### config.mk
export PLATFORM = sky130hd
export DESIGN_NAME = core_overlap_ctrl_flat
export DESIGN_NICKNAME = d
export VERILOG_FILES = /design/src/rtl/core_overlap_ctrl_if.sv /design/src/rtl/core_overlap_ctrl.sv /design/src/flat_wrapper.sv
export SDC_FILE = /design/constraint.sdc
export NUM_CORES = 1
export LEC_CHECK = 0
export ABC_AREA = 1
export BUFFER_PORTS_ARGS = -buffer_cell sky130_fd_sc_hd__buf_2
export CAP_MARGIN = 20
export CORE_ASPECT_RATIO = 1.4
export CORE_MARGIN = 5
export CORE_UTILIZATION = 42
export DETAILED_ROUTE_END_ITERATION = 10
export GPL_TIMING_DRIVEN = 0
export HOLD_SLACK_MARGIN = 0.12
export PLACE_DENSITY = 0.89
export SYNTH_ARGS = -nofsm -noshare
export SYNTH_HDL_FRONTEND = slang
export SYNTH_SLANG_ARGS = --single-unit
### constraint.sdc
create_clock -name clk_i -period 3.4 [get_ports clk_i]
set_input_delay 0.85 -clock clk_i [delete_from_list [all_inputs] [get_ports clk_i]]
set_output_delay 0.85 -clock clk_i [all_outputs]
set_load 0.02 [all_outputs]
### src/rtl/core_overlap_ctrl_if.sv
// Handshake bundle between the core columns, the overlap controller and the
// overlap processor. The controller connects via the slave modport.
interface core_overlap_ctrl_if #(
    parameter int COL_W = 32
);
    logic [3:0]       core_valid_i;
    logic [COL_W-1:0] core_data_0_i;
    logic [COL_W-1:0] core_data_1_i;
    logic [COL_W-1:0] core_data_2_i;
    logic [COL_W-1:0] core_data_3_i;
    logic [3:0]       core_ready_o;
    logic             prsc_en_o;
    logic             prsc_valid_o;
    logic [COL_W-1:0] prsc_data_0_o;
    logic [COL_W-1:0] prsc_data_1_o;
    logic [COL_W-1:0] prsc_data_2_o;
    logic [COL_W-1:0] prsc_data_3_o;
    logic             prsc_valid_i;

    modport slave (
        input  core_valid_i,
        input  core_data_0_i,
        input  core_data_1_i,
        input  core_data_2_i,
        input  core_data_3_i,
        output core_ready_o,
        output prsc_en_o,
        output prsc_valid_o,
        output prsc_data_0_o,
        output prsc_data_1_o,
        output prsc_data_2_o,
        output prsc_data_3_o,
        input  prsc_valid_i
    );

    modport master (
        output core_valid_i,
        output core_data_0_i,
        output core_data_1_i,
        output core_data_2_i,
        output core_data_3_i,
        input  core_ready_o,
        input  prsc_en_o,
        input  prsc_valid_o,
        input  prsc_data_0_o,
        input  prsc_data_1_o,
        input  prsc_data_2_o,
        input  prsc_data_3_o,
        output prsc_valid_i
    );
endinterface

### src/rtl/core_overlap_ctrl.sv
// Collects one column from each of four cores, issues the set to the overlap
// processor and counts completed columns. OVERLAP_CTRL_TIMEOUT_EN adds a WAIT watchdog.
module core_overlap_ctrl #(
    parameter int PIX_WIDTH          = 8,
    parameter int SIZE_OF_PRSC_INPUT = 4,
    parameter int NUM_COLUMNS        = 8,
    parameter int TIMEOUT_CYCLES     = 16,
    localparam int COL_W             = PIX_WIDTH * SIZE_OF_PRSC_INPUT,
    localparam int CNT_W             = $clog2(NUM_COLUMNS + 1)
) (
    input  logic                  clk_i,
    input  logic                  rst_i,
    input  logic                  start_i,
    core_overlap_ctrl_if.slave    bus,
    output logic                  busy_o,
    output logic                  done_o,
    output logic [CNT_W-1:0]      col_cnt_o,
    output logic                  err_o
);

    typedef enum logic [2:0] {
        S_IDLE    = 3'd0,
        S_COLLECT = 3'd1,
        S_ISSUE   = 3'd2,
        S_WAIT    = 3'd3,
        S_DONE    = 3'd4
    } state_t;

    state_t            state_reg;
    state_t            state_next;
    logic [3:0]        flags_reg;
    logic [3:0]        flags_next;
    logic [COL_W-1:0]  slot_reg [4];
    logic [COL_W-1:0]  core_data [4];
    logic [3:0]        capture;
    logic [CNT_W-1:0]  cnt_reg;
    logic [CNT_W-1:0]  cnt_inc;
    logic              start_ok;
    logic              col_ack;
    logic              last_col;
    logic              timeout;

    assign core_data[0] = bus.core_data_0_i;
    assign core_data[1] = bus.core_data_1_i;
    assign core_data[2] = bus.core_data_2_i;
    assign core_data[3] = bus.core_data_3_i;

    assign start_ok = (state_reg == S_IDLE) && start_i;
    assign col_ack  = (state_reg == S_WAIT) && bus.prsc_valid_i;
    assign cnt_inc  = cnt_reg + 1'b1;
    assign last_col = (cnt_inc == CNT_W'(NUM_COLUMNS));

    // A slot accepts only while collecting and empty, so a full slot never gets overwritten.
    genvar gi;
    generate
        for (gi = 0; gi < 4; gi++) begin : g_capture
            assign capture[gi] = (state_reg == S_COLLECT) && bus.core_valid_i[gi] && !flags_reg[gi];
        end
    endgenerate

    always_comb begin
        flags_next = flags_reg;
        if (start_ok || col_ack) begin
            flags_next = 4'b0000;
        end else begin
            flags_next = flags_reg | capture;
        end
    end

`ifdef OVERLAP_CTRL_TIMEOUT_EN
    localparam int WD_W = $clog2(TIMEOUT_CYCLES + 1);

    logic [WD_W-1:0] wd_reg;
    logic            err_reg;

    assign timeout = (state_reg == S_WAIT) && !bus.prsc_valid_i
                     && (wd_reg == WD_W'(TIMEOUT_CYCLES - 1));

    // Counts WAIT cycles without a result; restarts from zero on every WAIT entry.
    always_ff @(posedge clk_i) begin
        if (rst_i || (state_reg != S_WAIT) || bus.prsc_valid_i) begin
            wd_reg <= '0;
        end else if (!timeout) begin
            wd_reg <= wd_reg + 1'b1;
        end
    end

    always_ff @(posedge clk_i) begin
        if (rst_i || start_ok) begin
            err_reg <= 1'b0;
        end else if (timeout) begin
            err_reg <= 1'b1;
        end
    end

    assign err_o = err_reg;
`else
    assign timeout = 1'b0;
    assign err_o   = 1'b0;
`endif

    always_ff @(posedge clk_i) begin
        if (rst_i) begin
            state_reg <= S_IDLE;
        end else begin
            state_reg <= state_next;
        end
    end

    always_comb begin
        state_next = state_reg;
        case (state_reg)
            S_IDLE:    if (start_i) state_next = S_COLLECT;
            S_COLLECT: if (flags_reg == 4'b1111) state_next = S_ISSUE;
            S_ISSUE:   state_next = S_WAIT;
            S_WAIT: begin
                if (bus.prsc_valid_i) begin
                    state_next = last_col ? S_DONE : S_COLLECT;
                end else if (timeout) begin
                    state_next = S_IDLE;
                end
            end
            S_DONE:    state_next = S_IDLE;
            default:   state_next = S_IDLE;
        endcase
    end

    always_ff @(posedge clk_i) begin
        if (rst_i) begin
            flags_reg <= 4'b0000;
            for (int k = 0; k < 4; k++) begin
                slot_reg[k] <= '0;
            end
        end else begin
            flags_reg <= flags_next;
            for (int k = 0; k < 4; k++) begin
                if (capture[k] && !start_ok) begin
                    slot_reg[k] <= core_data[k];
                end
            end
        end
    end

    // Saturating guard keeps the count from ever passing NUM_COLUMNS.
    always_ff @(posedge clk_i) begin
        if (rst_i || start_ok) begin
            cnt_reg <= '0;
        end else if (col_ack && (cnt_reg < CNT_W'(NUM_COLUMNS))) begin
            cnt_reg <= cnt_inc;
        end
    end

    always_comb begin
        bus.core_ready_o = 4'b0000;
        bus.prsc_en_o    = 1'b0;
        bus.prsc_valid_o = 1'b0;
        busy_o           = 1'b0;
        done_o           = 1'b0;
        if (state_reg == S_COLLECT) bus.core_ready_o = ~flags_reg;
        if (state_reg != S_IDLE) begin
            bus.prsc_en_o = 1'b1;
            busy_o        = 1'b1;
        end
        if (state_reg == S_ISSUE) bus.prsc_valid_o = 1'b1;
        if (state_reg == S_DONE)  done_o = 1'b1;
    end

    assign bus.prsc_data_0_o = slot_reg[0];
    assign bus.prsc_data_1_o = slot_reg[1];
    assign bus.prsc_data_2_o = slot_reg[2];
    assign bus.prsc_data_3_o = slot_reg[3];
    assign col_cnt_o         = cnt_reg;

endmodule

### src/flat_wrapper.sv
// flat-port wrapper written by rule: the top's interface ports become plain ports
module core_overlap_ctrl_flat 
#(
    parameter int PIX_WIDTH          = 8,
    parameter int SIZE_OF_PRSC_INPUT = 4,
    parameter int NUM_COLUMNS        = 8,
    parameter int TIMEOUT_CYCLES     = 16,
    localparam int COL_W             = PIX_WIDTH * SIZE_OF_PRSC_INPUT,
    localparam int CNT_W             = $clog2(NUM_COLUMNS + 1)
)
  (clk_i, rst_i, start_i, busy_o, done_o, col_cnt_o, err_o, bus_core_valid_i, bus_core_data_0_i, bus_core_data_1_i, bus_core_data_2_i, bus_core_data_3_i, bus_core_ready_o, bus_prsc_en_o, bus_prsc_valid_o, bus_prsc_data_0_o, bus_prsc_data_1_o, bus_prsc_data_2_o, bus_prsc_data_3_o, bus_prsc_valid_i);
  core_overlap_ctrl_if #(.COL_W((PIX_WIDTH * (4)))) bus_i ();
  input  logic clk_i;
  input  logic rst_i;
  input  logic start_i;
  output logic busy_o;
  output logic done_o;
  output logic [CNT_W-1:0] col_cnt_o;
  output logic err_o;
  input wire logic [$bits(bus_i.core_valid_i)-1:0] bus_core_valid_i;
  input wire logic [$bits(bus_i.core_data_0_i)-1:0] bus_core_data_0_i;
  input wire logic [$bits(bus_i.core_data_1_i)-1:0] bus_core_data_1_i;
  input wire logic [$bits(bus_i.core_data_2_i)-1:0] bus_core_data_2_i;
  input wire logic [$bits(bus_i.core_data_3_i)-1:0] bus_core_data_3_i;
  output wire logic [$bits(bus_i.core_ready_o)-1:0] bus_core_ready_o;
  output wire logic [$bits(bus_i.prsc_en_o)-1:0] bus_prsc_en_o;
  output wire logic [$bits(bus_i.prsc_valid_o)-1:0] bus_prsc_valid_o;
  output wire logic [$bits(bus_i.prsc_data_0_o)-1:0] bus_prsc_data_0_o;
  output wire logic [$bits(bus_i.prsc_data_1_o)-1:0] bus_prsc_data_1_o;
  output wire logic [$bits(bus_i.prsc_data_2_o)-1:0] bus_prsc_data_2_o;
  output wire logic [$bits(bus_i.prsc_data_3_o)-1:0] bus_prsc_data_3_o;
  input wire logic [$bits(bus_i.prsc_valid_i)-1:0] bus_prsc_valid_i;
  assign bus_i.core_valid_i = bus_core_valid_i;
  assign bus_i.core_data_0_i = bus_core_data_0_i;
  assign bus_i.core_data_1_i = bus_core_data_1_i;
  assign bus_i.core_data_2_i = bus_core_data_2_i;
  assign bus_i.core_data_3_i = bus_core_data_3_i;
  assign bus_core_ready_o = bus_i.core_ready_o;
  assign bus_prsc_en_o = bus_i.prsc_en_o;
  assign bus_prsc_valid_o = bus_i.prsc_valid_o;
  assign bus_prsc_data_0_o = bus_i.prsc_data_0_o;
  assign bus_prsc_data_1_o = bus_i.prsc_data_1_o;
  assign bus_prsc_data_2_o = bus_i.prsc_data_2_o;
  assign bus_prsc_data_3_o = bus_i.prsc_data_3_o;
  assign bus_i.prsc_valid_i = bus_prsc_valid_i;
  core_overlap_ctrl #(.PIX_WIDTH(PIX_WIDTH), .SIZE_OF_PRSC_INPUT(SIZE_OF_PRSC_INPUT), .NUM_COLUMNS(NUM_COLUMNS), .TIMEOUT_CYCLES(TIMEOUT_CYCLES)) u_core (.clk_i(clk_i), .rst_i(rst_i), .start_i(start_i), .bus(bus_i), .busy_o(busy_o), .done_o(done_o), .col_cnt_o(col_cnt_o), .err_o(err_o));
endmodule
Yosys cells after proc, flatten, opt, wreduce, memory -nomap -nowiden. Memories as Yosys holds them, arrays and structs flattened. Index checks and enable logic that the tools add are counted.

Flip-flop bits (word level): 11. RAM bits: 128. Bits of input ports: 136. Output and inout bits: 141. Memories: 1.

Memories: u_core.slot_reg (words 4, bits a word 32, read ports 4, clocked after memory_dff 0, write ports 4, line core_overlap_ctrl.sv:33) `logic [COL_W-1:0] slot_reg [4];`.

Add/subtract/negate cells: 1. Magnitude comparators: 1. Equality and inequality tests: 9. Muxes and demuxes: 27. Bitwise operators: 6. Reduce and logical (&&, ||, !) cells: 26.

Operators by type and width (count): 32-bit 2-to-1 mux (4); 1-bit 2-to-1 mux (17); 1-bit logical AND (15); 3-bit 2-to-1 mux (4); 3-bit case mux with 4 select lines (1); 4-bit equality test, second input constant (2); 3-bit by 2-bit equality test with 1-bit output, second input constant (2); 2-bit != test, second input constant (3); 1-bit zero test (5); 4-bit by 1-bit adder with 4-bit output, second input constant (1); 4-bit less-than comparator, second input constant (1); 4-bit 2-to-1 mux (1); 4-bit inverter (1); 1-bit OR (4); 4-bit OR (1); 3-bit by 1-bit equality test with 1-bit output, second input constant (1); 3-bit equality test, second input constant (1); 3-bit zero test (1); 3-bit AND reduction (1); 3-bit nonzero test (1); 1-bit logical OR (2); 2-bit OR reduction (1).

Logic depth before layout (Yosys ltp).
Depth in word-level cells: 8. Mapped depth: 8. Gate-level depth less buffers: 8.

Worst setup path before layout. Ideal clock, no wire load.

Kind: input to register. From: in bus_core_valid_i[0]. To: mem u_core.slot_reg[0][0] (enable). Setup time: 0.466 ns. Arrival: 3.200 ns. Data required time: 2.934 ns. Setup slack: -0.265 ns. Stages: 2. Path buffers: 0. Path through: nand2_1 > o21ai_0.

RTL lines: from (decl) (line flat_wrapper.sv:20) `input wire logic [$bits(bus_i.core_valid_i)-1:0] bus_core_valid_i;`; to (decl) (line core_overlap_ctrl.sv:33).

Final worst setup path.
From: reg u_core.state_reg[2]. To: out busy_o.

Cells in the longest elaborated chain, start to end: 2.

Ends and longest elaborated chain: from (decl) (line core_overlap_ctrl.sv:29) `state_t state_reg;`; from (signal assigned) (line core_overlap_ctrl.sv:106) `state_reg <= state_next;`; 3-bit nonzero test (line core_overlap_ctrl.sv:160) `if (state_reg != S_IDLE) begin`; 1-bit 2-to-1 mux (line core_overlap_ctrl.sv:160); to (decl) (line flat_wrapper.sv:16) `output logic busy_o;`.

Every way passes these cells.

==> qor.log <==
INFO  power          sequentialPowerShare=45.2%
INFO  final_layout   fraction_of_final_layout_cells_with_drive_strength_greater_than_1=46.23%
INFO  logic_synthesis synth_area_leader_cell=sky130_fd_sc_hd__edfxtp_1
INFO  place          numPortBuffers=275
INFO  timing         setup_repair_after_global_routing_missed_its_margin=no
INFO  critical_path  cp_data_required_time=2.55ns
INFO  critical_path  critical_path_class=reg -> out
INFO  floorplanning  dieWidth=109.0um
INFO  place          dp_slack=0.8530ns
INFO  critical_path  cp_cell_sequence=nor2_1, inv_1, nor2_1, inv_1, buf_4, buf_2
INFO  status         status=completed
INFO  logic_synthesis ys_seq_elements=139
INFO  clock_network  clk_path_buf_depth=2
INFO  routing        drt-wirelength-per-cell=14.15um
INFO  critical_path  rr_endpoint=u_core.slot_reg[2][8]
INFO  final_layout   diodes=0
INFO  routing        routed-via-count=4227
INFO  power          power_frac_comb=13.5%
INFO  routing        drtAntennaViolNets=0
INFO  floorplanning  floorplan.initialDensity=42.87%
INFO  logic_synthesis netlist_area=5767squm
INFO  logic_synthesis ys_top_cells_by_count=sky130_fd_sc_hd__inv_1, sky130_fd_sc_hd__edfxtp_1, sky130_fd_sc_hd__nor2_1
INFO  routing        drt_drc_violations_left=0
INFO  grt            grt_pass1_wl=21740um
INFO  critical_path  critical_path.reg2reg.startpoint=u_core.state_reg[1]
INFO  timing         setup-violations-final=0
INFO  floorplanning  core_area=13450squm
INFO  place          globalplace.congestion=0.7947
INFO  logic_synthesis netlist-cell-type-count=25
INFO  clock_network  htreeDepth=4
INFO  place          hpwl=11230um
INFO  logic_synthesis post_synth_main_area_contributors=sky130_fd_sc_hd__edfxtp_1, sky130_fd_sc_hd__inv_1, sky130_fd_sc_hd__nor2_1, sky130_fd_sc_hd__dfxtp_1, sky130_fd_sc_hd__nor2_2
INFO  clock_network  holdBufCountCts=0
INFO  floorplanning  die-area=16210squm
INFO  final_layout   largest_register_ff_count=128
INFO  critical_path  setup.worst_path.start_class=flop
INFO  logic_synthesis post_synth_and_or_nand_nor_area_fraction=15.67%
INFO  critical_path  critPathMaxFanout=4
INFO  final_layout   final_design_area_no_fill=8060squm
INFO  critical_path  timing.critical_path.to_type=output pin
INFO  logic_synthesis edff_count_synth=128
INFO  clock_network  tritoncts_clock_tree=done
INFO  grt            gr-usage-all-layers=17.72%
INFO  timing         post-route-period-util=68.80%
INFO  hold_path      hold_path_class=reg -> reg
INFO  logic_synthesis netlist.area_leader.share=66.65%
INFO  critical_path  arrival=1.49ns
INFO  power          p_sw=0.001145W
INFO  critical_path  worstSetupStartpoint=u_core.state_reg[2]
INFO  final_layout   area.growth.synth_to_final=39.77%
INFO  timing         max_slew.worst_pin.slew=0.9529ns
INFO  routing        routed_via_density=4.265
INFO  timing         setup-tns-final=0ns
INFO  place          standard_cell_area_after_detailed_placement=7463squm
INFO  logic_synthesis post_synth_inst_count=501
INFO  hold_path      holdCritStartpoint=u_core.col_cnt_o[3]
INFO  critical_path  timing.reg2reg.worst_path_depth=5
INFO  logic_synthesis leading_cell_type_by_number_of_instances_after_synthesis=sky130_fd_sc_hd__inv_1
INFO  timing         final_max_slew_viol_count=0
INFO  clock_network  clk_root_buffer_cell=sky130_fd_sc_hd__clkbuf_16
INFO  timing         final.hold.worst_slack=0.5470ns
INFO  floorplanning  floorplan.io_pins=277
INFO  critical_path  slowest_cp_cell=sky130_fd_sc_hd__dfxtp_1
INFO  routing        postRouteWirelength=14020um
INFO  grt            globalRoute.totalOverflow=0
INFO  critical_path  worst_case_register_to_register_setup_slack=1.37ns
INFO  grt            grt_pass1_vias=4408
INFO  timing         finalWorstSetupSlack=1.061ns
INFO  floorplanning  fp-row-count=50
INFO  power          switching_share_of_power=25.33%
INFO  timing         largest_clock_skew_in_the_final_design=0.006650ns
INFO  clock_network  clock_latency_late_sink=0.40ns
INFO  logic_synthesis yosys_most_used_dff=sky130_fd_sc_hd__edfxtp_1
INFO  clock_network  cts_resized=0
INFO  power          intPower=0.003375W
INFO  critical_path  cp-endpoint=busy_o
INFO  logic_synthesis yosys_warnings=0
INFO  job            drv.max_cap_violation_count=0
INFO  logic_synthesis synth_mux_area_share=0%
INFO  power          power.leakage=4.194nW
INFO  power          power.ir.vdd_worst=0.3888mV
INFO  clock_network  cts-buffers-inserted=17
INFO  timing         max-slew-margin-rel=36.23%
INFO  clock_network  post_cts.repair.setup_buffers=0
INFO  logic_synthesis post_synth.cell_area_avg=11.51squm
INFO  timing         timing.final.hold_violations=0
INFO  routing        initialDrtViolationCount=152
INFO  clock_network  cts.sinks=139
INFO  final_layout   final_net_count=935
INFO  logic_synthesis synth-compound-area-share=1.193%
INFO  timing         finalWorstPathRequiredPeriod=2.339ns
INFO  logic_synthesis synth_top_family_by_area=simple AND/OR/NAND/NOR gates
INFO  floorplanning  die_h=148.6um
INFO  logic_synthesis adder_and_majority_cell_fraction_of_the_synthesized_area=0.4339%
INFO  routing        drt_pass_1_iters=5
INFO  clock_network  clk_pin_slew_worst_paths=0.06ns
INFO  power          clkPwrFrac=41.3%
INFO  logic_synthesis synth_nets=639
INFO  logic_synthesis fraction_of_registers_with_async_set_or_reset_after_synthesis=0%
INFO  power          pwr_density_cell=560.8nW/um^2
INFO  grt            largest_net_degree_at_the_start_of_global_routing=33
INFO  timing         clock.fmax=0.4275GHz
INFO  grt            number_of_antenna_violations_at_the_first_check_in_global_routing=2
INFO  critical_path  critical-path-max-stage-delay=0.37ns
INFO  logic_synthesis yosys.area_share.xor_xnor=0%
INFO  logic_synthesis register_area_share_after_synthesis=70.47%
[routing by layer]
layer	GRT usage, %	routed length [um]	part of all wire, %	up-vias
met5	0	21	0.15	-
met4	6.633	291	2.1	4
met3	6.774	1450	10	27
met2	32.69	7652	55	182
met1	17.60	4606	33	1894
li1	-	-	-	2120
[layout by cell type (no fill, tap or decap), types with 2 or more instances in the layout]
| cell type | netlist | final |
|---|---|---|
| sky130_fd_sc_hd__nor2_2 | 35 | 35 |
| sky130_fd_sc_hd__clkbuf_16 | 0 | 17 |
| sky130_fd_sc_hd__nand3_2 | 2 | 2 |
| sky130_fd_sc_hd__buf_6 | 12 | 12 |
| sky130_fd_sc_hd__bufinv_16 | 0 | 3 |
| sky130_fd_sc_hd__clkinv_1 | 1 | 2 |
| sky130_fd_sc_hd__ha_1 | 2 | 2 |
| sky130_fd_sc_hd__buf_2 | 0 | 275 |
| sky130_fd_sc_hd__inv_6 | 0 | 3 |
| sky130_fd_sc_hd__buf_4 | 2 | 2 |
| sky130_fd_sc_hd__dfxtp_1 | 11 | 11 |
| sky130_fd_sc_hd__nand2_1 | 29 | 29 |
| sky130_fd_sc_hd__clkinv_4 | 0 | 3 |
| sky130_fd_sc_hd__edfxtp_1 | 128 | 128 |
| sky130_fd_sc_hd__nand4_1 | 3 | 3 |
| sky130_fd_sc_hd__nand3_4 | 3 | 3 |
| sky130_fd_sc_hd__clkinv_2 | 0 | 2 |
| sky130_fd_sc_hd__inv_1 | 143 | 143 |
| sky130_fd_sc_hd__nand3_1 | 3 | 3 |
| sky130_fd_sc_hd__nor2_4 | 4 | 4 |
| sky130_fd_sc_hd__nor2_1 | 101 | 101 |
| sky130_fd_sc_hd__inv_2 | 3 | 3 |
| sky130_fd_sc_hd__o21ai_4 | 0 | 4 |
| sky130_fd_sc_hd__a21oi_1 | 8 | 8 |
[power by group through the flow]
stage	registers, W	logic, W	clock network (W)
2_1_floorplan	0.00225	0.000186	0
3_3_place_gp	0.00208	0.000590	0
3_5_place_dp	0.00208	0.000619	0
4_1_cts	0.00205	0.000621	0.00191
5_1_grt	0.00206	0.000663	0.00200
6_report	0.00205	0.000609	0.00187
[critical path, delay by kind of cell, from the launching register on]
kind          cells  cell delay (ns)
simple gates      2             0.31
flops             1             0.37
buf+inv           4             0.42
[metrics by stage]
| stage | cells | utilization [%] | power, W |
|---|---|---|---|
| CTS | 991 | 59.93 | 0.004574 |
| global placement | 958 | 54.80 | 0.002672 |
| global route | 991 | 59.93 | 0.004725 |
| finish | 991 | 59.93 | 0.004520 |
| detailed placement | 960 | 55.49 | 0.002702 |
| floorplan | 501 | - | 0.002433 |
[logic make-up after synthesis]
family / count (synthesis)
and+or+nand+nor: 185
DFF: 139
buffers and inverters: 161
adders and majority gates: 2
AOI/OAI and AO/OA: 13
other: 1
[how the worst min path moves through the flow]
| stage | end | slack, ns | depth (start not counted) |
|---|---|---|---|
| after global routing | u_core.flags_reg[0] | 0.59 | 2 |
| after CTS | u_core.col_cnt_o[3] | 0.55 | 2 |
| after floorplan | u_core.flags_reg[0] | 0.48 | 2 |
| after detailed placement | u_core.col_cnt_o[3] | 0.54 | 2 |
| final | u_core.col_cnt_o[3] | 0.55 | 2 |
| after global placement | u_core.flags_reg[1] | 0.49 | 2 |
[cell type report]
| class | count | area (sq um) |
|---|---|---|
| Multi-Input combinational cell | 201 | 1046 |
| Buffer | 14 | 150.1 |
| Fill cell | 1127 | 5390 |
| Timing Repair Buffer | 277 | 1424 |
| Inverter | 147 | 551.8 |
| Sequential cell | 139 | 4064 |
| Tap cell | 182 | 227.7 |
| Clock buffer | 18 | 429.2 |
| Clock inverter | 13 | 167.7 |
(Power assumes the default switching activity.)
